`src/rtl/regfile_pkg.sv`:
```
// Shared types and constants for the register-file port controller.
// The struct describes one pending write held in the write queue.
package regfile_pkg;

  localparam int RF_ADDR_W = 5;
  localparam int RF_DATA_W = 32;

  // Register x0 is hard-wired to zero; writes to it are dropped.
  localparam logic [RF_ADDR_W-1:0] X0_ADDR = '0;

  typedef struct packed {
    logic [RF_ADDR_W-1:0] addr;
    logic [RF_DATA_W-1:0] data;
  } wq_entry_t;

endpackage

```
`src/rtl/regfile_port_ctrl_if.sv`:
```
// Bus bundle between the datapath, the port controller and the register file.
// The slave modport is the controller. The master modport is the
// environment: it plays both the datapath requester and the register-file
// read port.
interface regfile_port_ctrl_if
  import regfile_pkg::*;
#(
  parameter int ADDR_W = RF_ADDR_W,
  parameter int DATA_W = RF_DATA_W
);

  // write-back request channel
  logic              WrReqValid;
  logic              WrReqReady;
  logic [ADDR_W-1:0] WrReqAddr;
  logic [DATA_W-1:0] WrReqData;

  // operand read request / response channel
  logic              RdReqValid;
  logic              RdReqReady;
  logic [ADDR_W-1:0] RdReqAddr1;
  logic [ADDR_W-1:0] RdReqAddr2;
  logic              RdRespValid;
  logic [DATA_W-1:0] RdRespData1;
  logic [DATA_W-1:0] RdRespData2;

  // register-file ports
  logic              RegWrite;
  logic [ADDR_W-1:0] WriteReg;
  logic [DATA_W-1:0] WriteData;
  logic [ADDR_W-1:0] ReadReg1;
  logic [ADDR_W-1:0] ReadReg2;
  logic [DATA_W-1:0] ReadData1;
  logic [DATA_W-1:0] ReadData2;

  modport slave (
    input  WrReqValid, WrReqAddr, WrReqData,
    input  RdReqValid, RdReqAddr1, RdReqAddr2,
    input  ReadData1, ReadData2,
    output WrReqReady, RdReqReady,
    output RdRespValid, RdRespData1, RdRespData2,
    output RegWrite, WriteReg, WriteData,
    output ReadReg1, ReadReg2
  );

  modport master (
    output WrReqValid, WrReqAddr, WrReqData,
    output RdReqValid, RdReqAddr1, RdReqAddr2,
    output ReadData1, ReadData2,
    input  WrReqReady, RdReqReady,
    input  RdRespValid, RdRespData1, RdRespData2,
    input  RegWrite, WriteReg, WriteData,
    input  ReadReg1, ReadReg2
  );

endinterface

```
`src/rtl/regfile_wq_fifo.sv`:
```
// Synchronous write queue for pending register writes.
// It also exposes every entry ordered youngest-first (index 0 is the most
// recent push), each with a valid flag, so the bypass compare can scan the
// entries in priority order without knowing the pointers.
module regfile_wq_fifo
  import regfile_pkg::*;
#(
  parameter int DEPTH = 4
) (
  input  logic                        i_clk,
  input  logic                        i_rst,
  input  logic                        i_push,
  input  wq_entry_t                   i_push_entry,
  input  logic                        i_pop,
  output wq_entry_t                   o_head,
  output logic                        o_full,
  output logic                        o_empty,
  output wq_entry_t [DEPTH-1:0]       o_age_entry,
  output logic      [DEPTH-1:0]       o_age_vld
);

  localparam int PTR_W = $clog2(DEPTH);
  localparam int CNT_W = PTR_W + 1;

  wq_entry_t        r_mem [DEPTH];
  logic [PTR_W-1:0] r_wr_ptr;
  logic [PTR_W-1:0] r_rd_ptr;
  logic [CNT_W-1:0] r_count;

  logic w_push;
  logic w_pop;

  assign o_full  = (r_count == CNT_W'(DEPTH));
  assign o_empty = (r_count == '0);
  assign o_head  = r_mem[r_rd_ptr];

  // Overflowing pushes and underflowing pops are ignored.
  assign w_push = i_push && !o_full;
  assign w_pop  = i_pop && !o_empty;

  // Storage, pointers and occupancy; pointers wrap naturally at DEPTH.
  always_ff @(posedge i_clk) begin
    if (i_rst) begin
      for (int i = 0; i < DEPTH; i++) begin
        r_mem[i] <= '0;
      end
      r_wr_ptr <= '0;
      r_rd_ptr <= '0;
      r_count  <= '0;
    end else begin
      if (w_push) begin
        r_mem[r_wr_ptr] <= i_push_entry;
        r_wr_ptr        <= r_wr_ptr + PTR_W'(1);
      end
      if (w_pop) begin
        r_rd_ptr <= r_rd_ptr + PTR_W'(1);
      end
      r_count <= r_count + CNT_W'(w_push) - CNT_W'(w_pop);
    end
  end

  // Youngest-first view: slot k is the entry pushed k pushes ago.
  for (genvar k = 0; k < DEPTH; k++) begin : g_age
    assign o_age_entry[k] = r_mem[r_wr_ptr - PTR_W'(k) - PTR_W'(1)];
    assign o_age_vld[k]   = (r_count > CNT_W'(k));
  end

endmodule

```
`src/rtl/regfile_port_ctrl.sv`:
```
// Initiator-side controller for the 32x32 register file.
// Write-back requests are queued and drained one per cycle into registered
// RegWrite/WriteReg/WriteData. Operand reads register ReadReg1/ReadReg2 and
// respond one cycle later.
// Optional feature macro: REGFILE_PORT_BYPASS_EN
//   defined   : read-after-write bypass from the queue and output register;
//               reads are never stalled.
//   undefined : no comparators; reads stall until all pending writes have
//               committed to the register file.
module regfile_port_ctrl
  import regfile_pkg::*;
#(
  parameter int DEPTH  = 4,
  parameter int ADDR_W = RF_ADDR_W,
  parameter int DATA_W = RF_DATA_W
) (
  input  logic                Clk,
  input  logic                Reset,
  regfile_port_ctrl_if.slave  bus
);

  wq_entry_t             w_push_entry;
  wq_entry_t             w_head;
  wq_entry_t [DEPTH-1:0] w_age_entry;
  logic      [DEPTH-1:0] w_age_vld;
  logic                  w_full;
  logic                  w_empty;
  logic                  w_wr_fire;
  logic                  w_push;
  logic                  w_pop;
  logic                  w_rd_fire;

  logic                  r_RegWrite;
  logic [ADDR_W-1:0]     r_WriteReg;
  logic [DATA_W-1:0]     r_WriteData;
  logic [ADDR_W-1:0]     r_ReadReg1;
  logic [ADDR_W-1:0]     r_ReadReg2;
  logic                  r_RdRespValid;

  // Write side: ready depends only on registered occupancy, so a full queue
  // blocks even on a cycle where the head is being popped.
  assign bus.WrReqReady = !Reset && !w_full;
  assign w_wr_fire      = bus.WrReqValid && bus.WrReqReady;
  assign w_push         = w_wr_fire && (bus.WrReqAddr != X0_ADDR);
  assign w_push_entry   = '{addr: bus.WrReqAddr, data: bus.WrReqData};
  assign w_pop          = !w_empty;

  regfile_wq_fifo #(
    .DEPTH (DEPTH)
  ) u_wq (
    .i_clk        (Clk),
    .i_rst        (Reset),
    .i_push       (w_push),
    .i_push_entry (w_push_entry),
    .i_pop        (w_pop),
    .o_head       (w_head),
    .o_full       (w_full),
    .o_empty      (w_empty),
    .o_age_entry  (w_age_entry),
    .o_age_vld    (w_age_vld)
  );

`ifdef REGFILE_PORT_BYPASS_EN
  assign bus.RdReqReady = !Reset;
`else
  // Without bypass, a read may only proceed once nothing is queued or in
  // flight, so the register file itself is always current.
  assign bus.RdReqReady = !Reset && w_empty && !r_RegWrite;
`endif

  assign w_rd_fire = bus.RdReqValid && bus.RdReqReady;

  // Register-file write port and read-address registers.
  always_ff @(posedge Clk) begin
    if (Reset) begin
      r_RegWrite    <= 1'b0;
      r_WriteReg    <= '0;
      r_WriteData   <= '0;
      r_ReadReg1    <= '0;
      r_ReadReg2    <= '0;
      r_RdRespValid <= 1'b0;
    end else begin
      r_RegWrite <= w_pop;
      if (w_pop) begin
        r_WriteReg  <= w_head.addr;
        r_WriteData <= w_head.data;
      end
      if (w_rd_fire) begin
        r_ReadReg1 <= bus.RdReqAddr1;
        r_ReadReg2 <= bus.RdReqAddr2;
      end
      r_RdRespValid <= w_rd_fire;
    end
  end

  assign bus.RegWrite    = r_RegWrite;
  assign bus.WriteReg    = r_WriteReg;
  assign bus.WriteData   = r_WriteData;
  assign bus.ReadReg1    = r_ReadReg1;
  assign bus.ReadReg2    = r_ReadReg2;
  assign bus.RdRespValid = r_RdRespValid;

`ifdef REGFILE_PORT_BYPASS_EN
  logic              w_hit1;
  logic              w_hit2;
  logic [DATA_W-1:0] w_byp1;
  logic [DATA_W-1:0] w_byp2;
  logic              r_byp_hit1;
  logic              r_byp_hit2;
  logic [DATA_W-1:0] r_byp_val1;
  logic [DATA_W-1:0] r_byp_val2;

  // Bypass search: output register is lowest priority, then queue entries
  // oldest to youngest so the youngest match overwrites any older one.
  // Entries pushed at the accept edge are not yet visible, which gives the
  // read the state before a same-cycle write.
  always_comb begin
    w_hit1 = 1'b0;
    w_hit2 = 1'b0;
    w_byp1 = '0;
    w_byp2 = '0;
    if (r_RegWrite && (r_WriteReg == bus.RdReqAddr1)) begin
      w_hit1 = 1'b1;
      w_byp1 = r_WriteData;
    end
    if (r_RegWrite && (r_WriteReg == bus.RdReqAddr2)) begin
      w_hit2 = 1'b1;
      w_byp2 = r_WriteData;
    end
    for (int k = DEPTH - 1; k >= 0; k--) begin
      if (w_age_vld[k] && (w_age_entry[k].addr == bus.RdReqAddr1)) begin
        w_hit1 = 1'b1;
        w_byp1 = w_age_entry[k].data;
      end
      if (w_age_vld[k] && (w_age_entry[k].addr == bus.RdReqAddr2)) begin
        w_hit2 = 1'b1;
        w_byp2 = w_age_entry[k].data;
      end
    end
  end

  // Capture the bypass result at read accept for use in the response cycle.
  always_ff @(posedge Clk) begin
    if (Reset) begin
      r_byp_hit1 <= 1'b0;
      r_byp_hit2 <= 1'b0;
      r_byp_val1 <= '0;
      r_byp_val2 <= '0;
    end else if (w_rd_fire) begin
      r_byp_hit1 <= w_hit1;
      r_byp_hit2 <= w_hit2;
      r_byp_val1 <= w_byp1;
      r_byp_val2 <= w_byp2;
    end
  end

  assign bus.RdRespData1 = r_byp_hit1 ? r_byp_val1 : bus.ReadData1;
  assign bus.RdRespData2 = r_byp_hit2 ? r_byp_val2 : bus.ReadData2;
`else
  assign bus.RdRespData1 = bus.ReadData1;
  assign bus.RdRespData2 = bus.ReadData2;
`endif

  // The entry view only feeds the bypass compare; fold it away otherwise.
  logic w_unused_age;
  assign w_unused_age = ^{w_age_entry, w_age_vld};

endmodule

```
`src/flat_wrapper.sv`:
```
// flat-port wrapper written by rule: the top's interface ports become plain ports
module regfile_port_ctrl_flat import regfile_pkg::*;
#(
  parameter int DEPTH  = 4,
  parameter int ADDR_W = RF_ADDR_W,
  parameter int DATA_W = RF_DATA_W
)
  (Clk, Reset, bus_WrReqValid, bus_WrReqAddr, bus_WrReqData, bus_RdReqValid, bus_RdReqAddr1, bus_RdReqAddr2, bus_ReadData1, bus_ReadData2, bus_WrReqReady, bus_RdReqReady, bus_RdRespValid, bus_RdRespData1, bus_RdRespData2, bus_RegWrite, bus_WriteReg, bus_WriteData, bus_ReadReg1, bus_ReadReg2);
  regfile_port_ctrl_if #(.ADDR_W(ADDR_W), .DATA_W(DATA_W)) bus_i ();
  input  logic Clk;
  input  logic Reset;
  input wire logic [$bits(bus_i.WrReqValid)-1:0] bus_WrReqValid;
  input wire logic [$bits(bus_i.WrReqAddr)-1:0] bus_WrReqAddr;
  input wire logic [$bits(bus_i.WrReqData)-1:0] bus_WrReqData;
  input wire logic [$bits(bus_i.RdReqValid)-1:0] bus_RdReqValid;
  input wire logic [$bits(bus_i.RdReqAddr1)-1:0] bus_RdReqAddr1;
  input wire logic [$bits(bus_i.RdReqAddr2)-1:0] bus_RdReqAddr2;
  input wire logic [$bits(bus_i.ReadData1)-1:0] bus_ReadData1;
  input wire logic [$bits(bus_i.ReadData2)-1:0] bus_ReadData2;
  output wire logic [$bits(bus_i.WrReqReady)-1:0] bus_WrReqReady;
  output wire logic [$bits(bus_i.RdReqReady)-1:0] bus_RdReqReady;
  output wire logic [$bits(bus_i.RdRespValid)-1:0] bus_RdRespValid;
  output wire logic [$bits(bus_i.RdRespData1)-1:0] bus_RdRespData1;
  output wire logic [$bits(bus_i.RdRespData2)-1:0] bus_RdRespData2;
  output wire logic [$bits(bus_i.RegWrite)-1:0] bus_RegWrite;
  output wire logic [$bits(bus_i.WriteReg)-1:0] bus_WriteReg;
  output wire logic [$bits(bus_i.WriteData)-1:0] bus_WriteData;
  output wire logic [$bits(bus_i.ReadReg1)-1:0] bus_ReadReg1;
  output wire logic [$bits(bus_i.ReadReg2)-1:0] bus_ReadReg2;
  assign bus_i.WrReqValid = bus_WrReqValid;
  assign bus_i.WrReqAddr = bus_WrReqAddr;
  assign bus_i.WrReqData = bus_WrReqData;
  assign bus_i.RdReqValid = bus_RdReqValid;
  assign bus_i.RdReqAddr1 = bus_RdReqAddr1;
  assign bus_i.RdReqAddr2 = bus_RdReqAddr2;
  assign bus_i.ReadData1 = bus_ReadData1;
  assign bus_i.ReadData2 = bus_ReadData2;
  assign bus_WrReqReady = bus_i.WrReqReady;
  assign bus_RdReqReady = bus_i.RdReqReady;
  assign bus_RdRespValid = bus_i.RdRespValid;
  assign bus_RdRespData1 = bus_i.RdRespData1;
  assign bus_RdRespData2 = bus_i.RdRespData2;
  assign bus_RegWrite = bus_i.RegWrite;
  assign bus_WriteReg = bus_i.WriteReg;
  assign bus_WriteData = bus_i.WriteData;
  assign bus_ReadReg1 = bus_i.ReadReg1;
  assign bus_ReadReg2 = bus_i.ReadReg2;
  regfile_port_ctrl #(.DEPTH(DEPTH), .ADDR_W(ADDR_W), .DATA_W(DATA_W)) u_core (.Clk(Clk), .Reset(Reset), .bus(bus_i));
endmodule
```
`config.mk`:
```
export PLATFORM = sky130hd
export DESIGN_NAME = regfile_port_ctrl_flat
export DESIGN_NICKNAME = d
export VERILOG_FILES = /design/src/rtl/regfile_pkg.sv /design/src/rtl/regfile_port_ctrl_if.sv /design/src/rtl/regfile_wq_fifo.sv /design/src/rtl/regfile_port_ctrl.sv /design/src/flat_wrapper.sv
export SDC_FILE = /design/constraint.sdc
export NUM_CORES = 1
export LEC_CHECK = 0
export BUFFER_PORTS_ARGS = -buffer_cell sky130_fd_sc_hd__buf_2
export CAP_MARGIN = 20
export CELL_PAD_IN_SITES_DETAIL_PLACEMENT = 0
export CELL_PAD_IN_SITES_GLOBAL_PLACEMENT = 1
export CORE_MARGIN = 3
export CORE_UTILIZATION = 39
export CTS_CLUSTER_SIZE = 40
export DETAILED_ROUTE_END_ITERATION = 8
export GPL_TIMING_DRIVEN = 0
export PLACE_DENSITY = 0.75
export SLEW_MARGIN = 20
export SYNTH_ARGS = -nofsm -noshare
export SYNTH_HDL_FRONTEND = slang
export SYNTH_SLANG_ARGS = --single-unit
export TNS_END_PERCENT = 100
```
`constraint.sdc`:
```
create_clock -name Clk -period 3 [get_ports Clk]
set_input_delay 0.15 -clock Clk [delete_from_list [all_inputs] [get_ports Clk]]
set_output_delay 0.15 -clock Clk [all_outputs]
set_load 0.02 [all_outputs]
```
**After elaboration in Yosys (flattened, before gate mapping)**

Memory sizes are Yosys's and may differ from the RTL's. A register that Yosys moved wholly into a read port is not among the register bits.
Cells that the tools add are included.
W data, S select, Z words.

- Add/sub/neg operators: 4
- Equality and inequality tests: 1
- Muxes and demuxes: 8
- Reductions and logical operators: 15

Operator list:

| operator | number |
|---|---|
| $mux W37 | 1 |
| $reduce_or A37 Y1 | 1 |
| $logic_and A1 B1 Y1 | 7 |
| $mux W1 | 6 |
| $logic_not A1 Y1 | 5 |
| $reduce_bool A5 Y1 | 1 |
| $add A2 B1 Y2 const B | 2 |
| $add A3 B1 Y3 | 1 |
| $eq A3 B3 Y1 const B | 1 |
| $logic_not A3 Y1 | 1 |
| $sub A3 B1 Y3 | 1 |
| $mux W2 | 1 |

- Bits in registers: 19
- Memory bits (writable): 148
- Output and inout bits: 115
- Memories: 1

Memory list:

| name | depth | bits a word | read ports | clocked after Yosys merged registers in | wr ports | RTL line | text |
|---|---|---|---|---|---|---|---|
| u_core.u_wq.r_mem | 4 | 37 | 1 | 1 | 4 | regfile_wq_fifo.sv:25 | `wq_entry_t r_mem [DEPTH];` |

**Longest topological paths before layout**

- Depth after elaboration: 11
- Mapped depth: 12
- Gate-level depth less buffers: 10

**Hierarchy**

Synthesis repeated with hierarchy kept, for this count alone.

- Cell total of the unflattened synthesis: 821
- Area total of the unflattened synthesis: 12717.2 µm²

Modules (own cells, without submodules):

| module | times used | cells each | area an instance (µm²) | sequential area each (µm²) |
|---|---|---|---|---|
| regfile_wq_fifo | 1 | 595 | 10396.2 | 4624.4 |
| regfile_port_ctrl | 1 | 226 | 2321.0 | 980.9 |

**Worst setup path after synthesis**

No wires, ideal clock.

- Path kind: register -> register
- Start point: register u_core.u_wq.r_count[1]
- End point: memory u_core.u_wq.r_mem[3][0] in the netlist's numbering, enable pin
- Setup time: 431 ps
- Arrival time: 2828 ps
- Setup slack: -259 ps
- Stages on the path, launching flop included: 6
- Path buffers: 1
- Cell sequence: dfxtp_1 -> nor2_2 -> a211o_1 -> buf_6 -> o31a_2 -> nor2_1

RTL lines:

| what | RTL line | text |
|---|---|---|
| start, declared | regfile_wq_fifo.sv:28 | `logic [CNT_W-1:0] r_count;` |
| start signal, assigned | regfile_wq_fifo.sv:58 | `r_count <= r_count + CNT_W'(w_push) - CNT_W'(w_pop);` |
| end, declared | regfile_wq_fifo.sv:25 |  |

**Worst setup path in the final report**

- Start point: register u_core.u_wq.r_count[1]
- End point: output bus_RdReqReady

- Longest elaborated chain between the ends: 3

Ends and longest elaborated chain:

| what | RTL line | text |
|---|---|---|
| $logic_not A3 Y1 | regfile_wq_fifo.sv:34 | `assign o_empty = (r_count == '0);` |
| $logic_and A1 B1 Y1 (2 in a row) | regfile_port_ctrl.sv:68 | `assign bus.RdReqReady = !Reset && w_empty && !r_RegWrite;` |
| end, declared | flat_wrapper.sv:21 | `output wire logic [$bits(bus_i.RdReqReady)-1:0] bus_RdReqReady;` |

No other way between the ends.

==> impl_summary.txt <==
----------------------------------------------------
[Outcome]
  Run status ... complete, no violations

[Setup path]
  Crit path max-delay family ... buffers and inverters
  Highest cell delay on the worst timing path ... 0.65 ns
  Worst Path Buf+Inv ... 3
  Slowest cell on the critical path ... sky130_fd_sc_hd__nor4_1
  Endpoint kind of the worst setup timing path ... output port
  Biggest fanout along the worst timing path ... 10
  Reg2reg path depth ... 12
  Start-to-end type of the worst setup path ... flip-flop to output port
  CP cell instances ... nor4_1 -> buf_2 -> buf_2 -> nor2b_1 -> buf_2
  Kind of launch point of the worst setup path ... flip-flop
  Required time at the worst-slack endpoint ... 2.85 ns
  Worst EP arrival ... 2.60 ns
  Number of logic stages on the critical path including buffering ... 5
  Crit-path most repeated cell ... sky130_fd_sc_hd__buf_2

[Pwr]
  Net switching power ... 2.57 mW
  Comb power frac ... 28.4%
  Part of the power in the clock network ... 27.7%
  Power density over the cells ... 770 mW/mm^2
  Sw Share ... 30.0%
  Lkg Pwr ... 4.63 nW
  Portion of total power attributed to sequential cells ... 43.9%
  Internal power ... 5.99 mW
  Worst vdd rail ir drop ... 0.000460 V

[CTS]
  TritonCTS clock tree ... built
  Clock Path Buffers ... 3
  Number of levels the H-tree was split into ... 1
  Clock-pin slew on the worst setup and hold paths ... 0.06 ns
  Number of sinks driven by the clock tree ... 204
  Insertion delay to the later sink of the worst-skew pair ... 0.49 ns
  Total setup buffers inserted after CTS ... 0
  Number of clock buffers inserted by TritonCTS ... 21
  Root Buffer Master ... sky130_fd_sc_hd__clkbuf_16

[Place]
  Final RePlAce weighted congestion ... 0.721
  Count of input and output buffers ... 165
  Standard cell area after detailed placement ... 0.0100 sq mm
  HPWL reported at the end of detailed placement ... 12800 um

[Synth]
  Simple-gate portion of the synthesized area ... 14.2%
  Share of the synthesized area in compound gates (AO/OA/AOI/OAI) ... 4.61%
  Area of the mapped netlist ... 0.00879 sq mm
  Multiplexer fraction of the synthesized cell area ... 9.60%
  Xor and xnor fraction of the mapped netlist area ... 0.399%
  Cells after synthesis ... 600
  Cell types occupying the most area after synthesis ... sky130_fd_sc_hd__edfxtp_1, sky130_fd_sc_hd__dfxtp_1, sky130_fd_sc_hd__mux4_2, sky130_fd_sc_hd__and2_1, sky130_fd_sc_hd__buf_4
  Number of synthesized register bits ... 204
  Adder and majority cell fraction of the synthesized area ... 0.370%
  Warning count from the yosys run ... 0
  Top-area cell type share of the netlist area ... 50.6%
  Combinational family with the most area after synthesis ... simple AND/OR/NAND/NOR gates
  Post-synth cell types ... 37
  Synthesized net count ... 717
  Sequential-to-total area share from yosys stat ... 63.3%
  Syn avg cell area ... 14.6 sq um
  Leading area contributor after synthesis ... sky130_fd_sc_hd__edfxtp_1

[Floorplanning]
  CORE AREA ... 0.0220 sq mm
  Die Outline Area ... 0.0244 sq mm
  Initial core utilization ... 40.0%
  Width of the chip ... 156 um
  Row count ... 54
  Height of the chip ... 156 um
  Num ports ... 230

[Detailed routing]
  Final ANT Viol Nets ... 0
  WL/cell ... 17.4 um
  Wire length after detailed routing ... 19700 um
  Via/cell ratio ... 4.75
  DRC ... 0
  Via count of the routed design ... 5375
  Violation count after the first detailed-routing iteration ... 326
  Total iterations of the first detailed-routing run ... 4

[Finish]
  Antenna diode instance count ... 0
  Seq. cell area ... 0.00557 sq mm
  Area overhead of the layout relative to synthesis ... 26.4%
  Multi-input gate area in the final layout ... 0.00258 sq mm
  Fraction of layout cells with a size suffix above 1 ... 40.9%
  Area of all placed cells without fillers ... 0.0111 sq mm
  Final net count ... 953
  # fillers ... 1895

[STA]
  Final worst path period share ... 91.8%
  Endpoints failing hold ... 0
  Actual transition at the worst max-transition pin ... 1.08 ns
  RSZ-0062 raised after global routing ... no
  Worst clock skew on the final layout ... 0.00797 ns
  Worst rel slew slack ... 27.8%
  Highest clock frequency the design can meet ... 363 MHz
  Post-route minimum period ... 2.75 ns
  WHS ... 0.0426 ns
  Setup Viol. Count Final ... 0
  Max-slew violation count ... 0

[Worst hold path]
  Worst Hold Class ... primary input to flip-flop
  Number of cells traversed by the worst hold path ... 5

[Global route]
  Global-route wire length before repair ... 29700 um
  Maximum number of pins on one net before global-route repair ... 38
  Antenna violations before repair ... 1
  Overflow after GRT ... 0
  GRT Resource Usage Total ... 15.6%
  Number of global-route vias before repair ... 5481

[Flow run]
  Max capacitance violation total ... 0

----------------------------------------------------
## layer usage
layer	up-vias	wire length [um]	track usage, %
met2	192	9850	27.8
met5	-	13	0
li1	2575	-	-
met3	19	1240	2.58
met4	2	250	3.92
met1	2587	8360	19.9
## through the flow
stage | TNS (ns) | util (%) | instances | total power [mW] | setup slack (ns)
floorplan | 0 | - | 600 | 5.45 | 0.349
CTS | 0 | 50.6 | 1131 | 8.68 | 0.160
global placement | -20.78 | 45.4 | 1045 | 6.20 | -0.563
finish | 0 | 50.6 | 1131 | 8.56 | 0.247
global route | 0 | 50.6 | 1131 | 9.00 | 0.0109
detailed placement | 0 | 45.7 | 1047 | 6.25 | 0.239
## power groups by stage
stage                     Sequential (mW)  Combinational, mW  Clock [mW]
after floorplan                      4.01               1.44           0
after global placement               3.81               2.38           0
after detailed placement             3.81               2.44           0
after CTS                            3.76               2.49        2.44
after global routing                 3.81               2.64        2.55
final                                3.76               2.43        2.37
## final cells by class
cell class,count,share of cell area [%]
Inverter,5,0.169
Clock inverter,4,0.203
Clock buffer,34,5.35
Buffer,97,5.76
Sequential cell,204,50.1
Tap cell,280,3.15
Timing Repair Buffer,213,12.1
Multi-Input combinational cell,294,23.2
## cells in the mapped netlist, drive strengths merged
| cell type | number |
|---|---|
| a211o | 1 |
| mux4 | 37 |
| ha | 1 |
| buf | 78 |
| dfxtp | 56 |
| clkbuf | 19 |
| nand2 | 22 |
| edfxtp | 148 |
| nand2b | 1 |
| a22o | 37 |
| mux2i | 1 |
| nor4 | 3 |
| a21oi | 11 |
| o31a | 1 |
| nand3b | 1 |
| inv | 5 |
| and2 | 143 |
| and3 | 5 |
| xor2 | 1 |
| or4 | 1 |
| or2 | 3 |
| nor2 | 11 |
| a21o | 1 |
| fa | 1 |
| nor3 | 6 |
| nor2b | 3 |
| xnor2 | 3 |
## worst register-to-register path, delay by kind of cell, from the launching register on
kind,cells,cell delay (ns)
compound gates,1,0.30
xor+xnor,3,0.46
fa+ha+maj,2,0.55
buf+inv,3,0.47
flops,1,0.47
simple gates,3,0.34
## repair_timing
item	4_1_cts	5_1_grt
hold endpoints to repair	145	0
gates resized for setup	0	1
hold buffers	46	0
setup endpoints to repair	0	1
## path summary, 6_finish.rpt
| kind | from | end | slack [ns] |
|---|---|---|---|
| worst max-delay path | u_core.u_wq.r_count[1]$_SDFF_PP0_ | bus_RdReqReady | 0.25 |
| worst min-delay path | bus_RdReqValid | u_core.bus.ReadReg2[0]$_SDFFE_PP0P_ | 0.04 |
| worst max register to register | u_core.u_wq.r_count[1]$_SDFF_PP0_ | u_core.u_wq.r_count[2]$_SDFF_PP0_ | 0.26 |
| worst min register to register | u_core.bus.ReadReg2[0]$_SDFFE_PP0P_ | u_core.bus.ReadReg2[0]$_SDFFE_PP0P_ | 0.45 |
## cell families (layout without fill, tap and decap cells)
group / Yosys count / after routing
xor+xnor: 4 / 4
compound gates: 51 / 51
simple gates: 199 / 199
buf+inv: 102 / 353
fa+ha+maj: 2 / 2
mux: 38 / 38
flops: 204 / 204
## sequential cells by signal (all words and copies together), names as in the netlist
register and count:
u_core.bus.WriteData 32, u_core.u_wq.r_mem 148, u_core.u_wq.r_rd_ptr 2, u_core.u_wq.r_wr_ptr 2, u_core.bus.ReadReg1 5, u_core.bus.RegWrite 1
u_core.bus.ReadReg2 5, u_core.bus.RdRespValid 1, u_core.bus.WriteReg 5, u_core.u_wq.r_count 3
## cell usage in the layout, fill, tap and decap left out, types with 22 or more instances in the layout
cell	netlist	layout
sky130_fd_sc_hd__buf_2	11	175
sky130_fd_sc_hd__edfxtp_1	148	148
sky130_fd_sc_hd__and2_1	122	122
sky130_fd_sc_hd__buf_4	64	64
sky130_fd_sc_hd__dfxtp_1	56	56
sky130_fd_sc_hd__dlygate4sd3_1	0	46
sky130_fd_sc_hd__mux4_2	37	37
sky130_fd_sc_hd__a22o_1	37	37
sky130_fd_sc_hd__nand2_1	22	22
No activity file was read; power rests on OpenSTA's default activity.
